$ cat src/rtl/pulse_handshake_pkg.sv
// rtl/pulse_handshake_pkg.sv - shared types for the pulse handshake launcher
package pulse_handshake_pkg;

  typedef enum logic {
    IDLE     = 1'b0,
    WAIT_ACK = 1'b1
  } state_e;

  localparam int MIN_NUM_STAGES = 2;

endpackage

$ cat src/rtl/pulse_tx_ack_sync.sv
// rtl/pulse_tx_ack_sync.sv - acknowledge toggle synchronizer into the source clock
module pulse_tx_ack_sync
  import pulse_handshake_pkg::*;
#(
  parameter int NUM_STAGES = 2
) (
  input  logic clk_i,
  input  logic rst_i,
  input  logic ack_toggle_i,
  output logic ack_s_o
);

  // Depths below the metastability minimum are silently raised to it.
  localparam int STAGES = (NUM_STAGES < MIN_NUM_STAGES) ? MIN_NUM_STAGES : NUM_STAGES;

  logic [STAGES-1:0] sync_q;

  always_ff @(posedge clk_i) begin
    if (rst_i) begin
      sync_q <= '0;
    end else begin
      sync_q <= {sync_q[STAGES-2:0], ack_toggle_i};
    end
  end

  assign ack_s_o = sync_q[STAGES-1];

endmodule

$ cat src/rtl/pulse_handshake_tx.sv
// rtl/pulse_handshake_tx.sv - toggle-based pulse CDC launcher with queued requests
// Optional acknowledge timeout enabled by PULSE_HANDSHAKE_TX_TIMEOUT_EN.
module pulse_handshake_tx
  import pulse_handshake_pkg::*;
#(
  parameter int NUM_STAGES     = 2,
  parameter int CNT_WIDTH      = 4,
  parameter int TIMEOUT_CYCLES = 1024
) (
  input  logic                 src_clk_i,
  input  logic                 src_reset_i,
  input  logic                 pulse_i,
  input  logic                 ack_toggle_i,
  input  logic                 clr_ovf_i,
  output logic                 req_toggle_o,
  output logic                 busy_o,
  output logic [CNT_WIDTH-1:0] pending_o,
  output logic                 overflow_o,
  output logic                 timeout_err_o
);

  state_e               state_q, state_d;
  logic                 req_q, req_d;
  logic [CNT_WIDTH-1:0] pend_q, pend_d;
  logic                 ovf_q, ovf_d;
  logic                 ack_s;
  logic                 launch_queue, launch_direct, count_pulse, drop;

  pulse_tx_ack_sync #(.NUM_STAGES(NUM_STAGES)) u_ack_sync (
    .clk_i        (src_clk_i),
    .rst_i        (src_reset_i),
    .ack_toggle_i (ack_toggle_i),
    .ack_s_o      (ack_s)
  );

  always_comb begin
    state_d       = state_q;
    req_d         = req_q;
    pend_d        = pend_q;
    ovf_d         = ovf_q;
    launch_queue  = 1'b0;
    launch_direct = 1'b0;
    count_pulse   = 1'b0;
    drop          = 1'b0;

    case (state_q)
      IDLE: begin
        if (pend_q != '0 || pulse_i) begin
          launch_queue  = (pend_q != '0);
          launch_direct = (pend_q == '0);
          req_d         = ~req_q;
          state_d       = WAIT_ACK;
        end
      end
      WAIT_ACK: begin
        if (ack_s == req_q) state_d = IDLE;
      end
      default: state_d = IDLE;
    endcase

    // A directly launched pulse never enters the queue.
    count_pulse = pulse_i && !launch_direct;
    drop        = count_pulse && !launch_queue && (pend_q == '1);

    if (count_pulse && !launch_queue && !drop) begin
      pend_d = pend_q + CNT_WIDTH'(1);
    end else if (!count_pulse && launch_queue) begin
      pend_d = pend_q - CNT_WIDTH'(1);
    end

    if (drop) begin
      ovf_d = 1'b1;
    end else if (clr_ovf_i) begin
      ovf_d = 1'b0;
    end
  end

  always_ff @(posedge src_clk_i) begin
    if (src_reset_i) begin
      state_q <= IDLE;
      req_q   <= 1'b0;
      pend_q  <= '0;
      ovf_q   <= 1'b0;
    end else begin
      state_q <= state_d;
      req_q   <= req_d;
      pend_q  <= pend_d;
      ovf_q   <= ovf_d;
    end
  end

`ifdef PULSE_HANDSHAKE_TX_TIMEOUT_EN
  localparam int WAIT_W = $clog2(TIMEOUT_CYCLES + 1);

  logic [WAIT_W-1:0] wait_q, wait_d;
  logic              to_q, to_d;

  always_comb begin
    wait_d = wait_q;
    to_d   = to_q;
    if (state_q == IDLE) begin
      if (state_d == WAIT_ACK) wait_d = '0;
    end else begin
      // Counter parks at the limit; the flag fires on the last counted cycle.
      if (wait_q != WAIT_W'(TIMEOUT_CYCLES)) wait_d = wait_q + WAIT_W'(1);
      if (wait_q == WAIT_W'(TIMEOUT_CYCLES - 1)) to_d = 1'b1;
    end
  end

  always_ff @(posedge src_clk_i) begin
    if (src_reset_i) begin
      wait_q <= '0;
      to_q   <= 1'b0;
    end else begin
      wait_q <= wait_d;
      to_q   <= to_d;
    end
  end

  assign timeout_err_o = to_q;
`else
  assign timeout_err_o = 1'b0;
`endif

  assign req_toggle_o = req_q;
  assign busy_o       = (state_q == WAIT_ACK);
  assign pending_o    = pend_q;
  assign overflow_o   = ovf_q;

endmodule

$ cat config.mk
export PLATFORM = sky130hd
export DESIGN_NAME = pulse_handshake_tx
export DESIGN_NICKNAME = d
export VERILOG_FILES = /design/src/rtl/pulse_handshake_pkg.sv /design/src/rtl/pulse_tx_ack_sync.sv /design/src/rtl/pulse_handshake_tx.sv
export SDC_FILE = /design/constraint.sdc
export NUM_CORES = 1
export LEC_CHECK = 0
export BUFFER_PORTS_ARGS = -buffer_cell sky130_fd_sc_hd__buf_4
export CELL_PAD_IN_SITES_DETAIL_PLACEMENT = 1
export CELL_PAD_IN_SITES_GLOBAL_PLACEMENT = 1
export CORE_AREA = 2 2 39 41
export DETAILED_ROUTE_END_ITERATION = 8
export DIE_AREA = 0 0 41 43
export GPL_TIMING_DRIVEN = 0
export PLACE_DENSITY_LB_ADDON = 0.08
export SLEW_MARGIN = 20
export SYNTH_ARGS = -nofsm -noshare
export SYNTH_HDL_FRONTEND = slang
export SYNTH_SLANG_ARGS = --single-unit
$ cat constraint.sdc
create_clock -name src_clk_i -period 5.45 [get_ports src_clk_i]
set_input_delay 1.09 -clock src_clk_i [delete_from_list [all_inputs] [get_ports src_clk_i]]
set_output_delay 1.09 -clock src_clk_i [all_outputs]
set_load 0.03 [all_outputs]
==> results.tsv <==
metric	value	unit
Global Route met1 Usage	0.153	
Max Cap Viol	0	
worst reg2reg setup slack	3.13	ns
Sequential Power Share	0.329	
Hold Path Origin	u_ack_sync.sync_q[0]	
# placed instances	73	
most common cell after layout, fill and taps aside	buf_4	
FF-to-FF End	pending_o[3]	
Post-CTS Resized	0	
P&R area growth vs syn	26.3	%
vias in the first global route	377	
clock tree buffer depth	2	
Finished Cell Area	583	um^2
Psw	0.129	mW
Remaining DRCs	0	
Final Setup Violations	0	
PnR worst setup slack	2.77	ns
Setup CP Type	in -> reg	
Die Area	1760	um^2
Min-Delay Path Class	reg -> reg	
P_int	0.180	mW
clock period minus worst slack	2.68	ns
ANT cells	0	
Synth Instances	47	
HPWL after DPL	751	um
overall power	0.309	mW
CTS H-tree depth	1	
CTS buffer count	3	
Via density	4.79	
xor/xnor share of the synthesized area	0.0759	
RSZ-0062 raised after global routing	false	
mapped cell area	462	um^2
largest family of logic cells by synthesized area	simple AND/OR/NAND/NOR gates	
clk sinks	9	
critical path arrival	2.83	ns
GRT overflow	0	
largest net degree at the start of global routing	11	
setup TNS	0	ns
Seq/Total Area, Yosys	0.390	
Starting Density	0.334	
mean post-synth cell area	9.82	um^2
post-synthesis compound-gate area fraction	0.114	
post-CTS setup buffers	0	
CP startpoint kind	input pin	
required time worst endpoint	5.60	ns
Synth Area in Adders	0.0976	
Routed WL	965	um
worst hold slack	0.451	ns
Final ANT Viol Nets	0	
Critical Path Sink Type	flip-flop	
Hold Path Cell Cnt	1	
met2 usage	0.225	
final cell count without fillers	77	
most frequent cells in the layout	11 x buf_4, 9 x dfxtp_1, 7 x nor2_1	
synth warn	0	
nets	70	
die width	41	um
mux cell area share after synthesis	0.0894	
dpl ws	2.45	ns
Post-Syn Nets	55	
filler cell count	168	
worst reg2reg startpoint	pending_o[0]	
DRT iter0 DRCs	4	
PwrDens	530	nW/um^2
Final period util	0.492	
Endpoint, Worst Hold	u_ack_sync.sync_q[1]	
Sw Ratio	0.418	
first-pass GRT wire length	1.60	mm
Placed Area	557	um^2
Finished Core Util	0.421	
flops & latches, synth	9	
crit path max fanout	4	
Final Hold Viols	0	
row count	14	
GR Util met3	0.0471	
routability cong.	0.682	
fin. max-slew vios	0	
share of cells above drive strength 1	0.295	
Clk pwr share	0.173	
clk_lat worst skew	0.26	ns
busiest metal layer after global routing	met2	
maximum clock frequency	373	MHz
Yosys cell types	21	
Avg WL per Cell	12.5	um
Comb pwr share	0.498	
status	finished, final reports clean	
Die Height	43	um
DRT Pass-1 Iters	2	
DR vias	369	
Root Buffer	clkbuf_4	
port buffer count	10	
Clk pin slew, worst setup/hold paths	0.07	ns
LEAKAGE	0.294	nW
CORE AREA	1380	um^2
maximum VDD drop	0.190	mV
R2R depth	7	
clk_skew	0.00192	ns
Total GRT Usage	0.144	
CTS tree	yes	
initial antenna violation count	0	
Synth Area in Simple Gates	0.192	
hold buffer count at cts	0	
IO Pins	13	
-- worst max path at each step --
stage / startpoint / to / slack (ns) / cells after the start
after global routing: pulse_i / pending_o[3] / 2.69 / 8
after floorplan: pulse_i / pending_o[3] / 2.77 / 7
final: pulse_i / pending_o[3] / 2.77 / 8
after detailed placement: pulse_i / pending_o[3] / 2.45 / 8
after global placement: pulse_i / pending_o[3] / 2.58 / 8
after CTS: pulse_i / pending_o[3] / 2.73 / 8
-- registers in the layout (all words and copies together) (netlist names) --
| name | count |
|---|---|
| pending_o | 4 |
| u_ack_sync.sync_q | 2 |
| busy_o | 1 |
| overflow_o | 1 |
| req_toggle_o | 1 |
-- cell usage after synthesis --
library cell | instances | share of area
nand2_1 | 2 | 0.016
xor2_1 | 4 | 0.076
and2_1 | 1 | 0.014
nor2_1 | 7 | 0.057
a21o_2 | 1 | 0.019
mux2_1 | 1 | 0.024
a21oi_1 | 3 | 0.033
clkbuf_1 | 1 | 0.0081
o21bai_1 | 1 | 0.016
fa_1 | 1 | 0.043
a22oi_4 | 1 | 0.046
nor2b_1 | 4 | 0.054
mux2i_1 | 3 | 0.065
or4_4 | 1 | 0.024
inv_1 | 1 | 0.0081
nand2_2 | 1 | 0.014
ha_1 | 2 | 0.054
buf_4 | 1 | 0.016
dfxtp_1 | 9 | 0.39
nand4_1 | 1 | 0.014
conb_1 | 1 | 0.0081
-- metal layers --
| layer | wire length [um] | part of all wire | vias to the layer above |
|---|---|---|---|
| met2 | 532 | 0.55 | 10 |
| met1 | 367 | 0.38 | 175 |
| met4 | 14 | 0.015 | 0 |
| met3 | 49 | 0.051 | 2 |
| met5 | 0 | 0 | - |
| li1 | - | - | 182 |
-- layout make-up --
type / instances / area [um^2] / area share
Multi-Input combinational cell: 35 / 267 / 0.457
Inverter: 1 / 3.75 / 0.00644
Clock buffer: 4 / 26.3 / 0.0451
Sequential cell: 9 / 180 / 0.309
Timing Repair Buffer: 10 / 75.1 / 0.129
Tap cell: 16 / 20.0 / 0.0343
Buffer: 2 / 11.3 / 0.0193
-- critical path, stage by stage --
cell and delay (ns):
buf_4 0.09, and2_1 0.19, nand2_1 0.15, ha_1 0.31, a21o_2 0.21, a21oi_1 0.20, mux2i_1 0.25, mux2_1 0.33
-- power groups by stage --
stage / registers, mW / clock network, mW / logic, mW
finish: 0.102 / 0.0534 / 0.154
floorplan: 0.127 / 0 / 0.0887
CTS: 0.102 / 0.0551 / 0.157
global route: 0.105 / 0.0617 / 0.170
detailed placement: 0.104 / 0 / 0.156
global placement: 0.101 / 0 / 0.149
-- kinds of logic (layout without fill, tap and decap cells) --
| logic type | count (synthesis) | count (layout) |
|---|---|---|
| xor+xnor | 4 | 4 |
| other cells | 1 | 1 |
| buf+inv | 3 | 17 |
| simple gates | 17 | 17 |
| mux | 4 | 4 |
| fa+ha+maj | 3 | 3 |
| compound gates | 6 | 6 |
| flops | 9 | 9 |
Note: power is estimated with default switching activity, not from simulation.
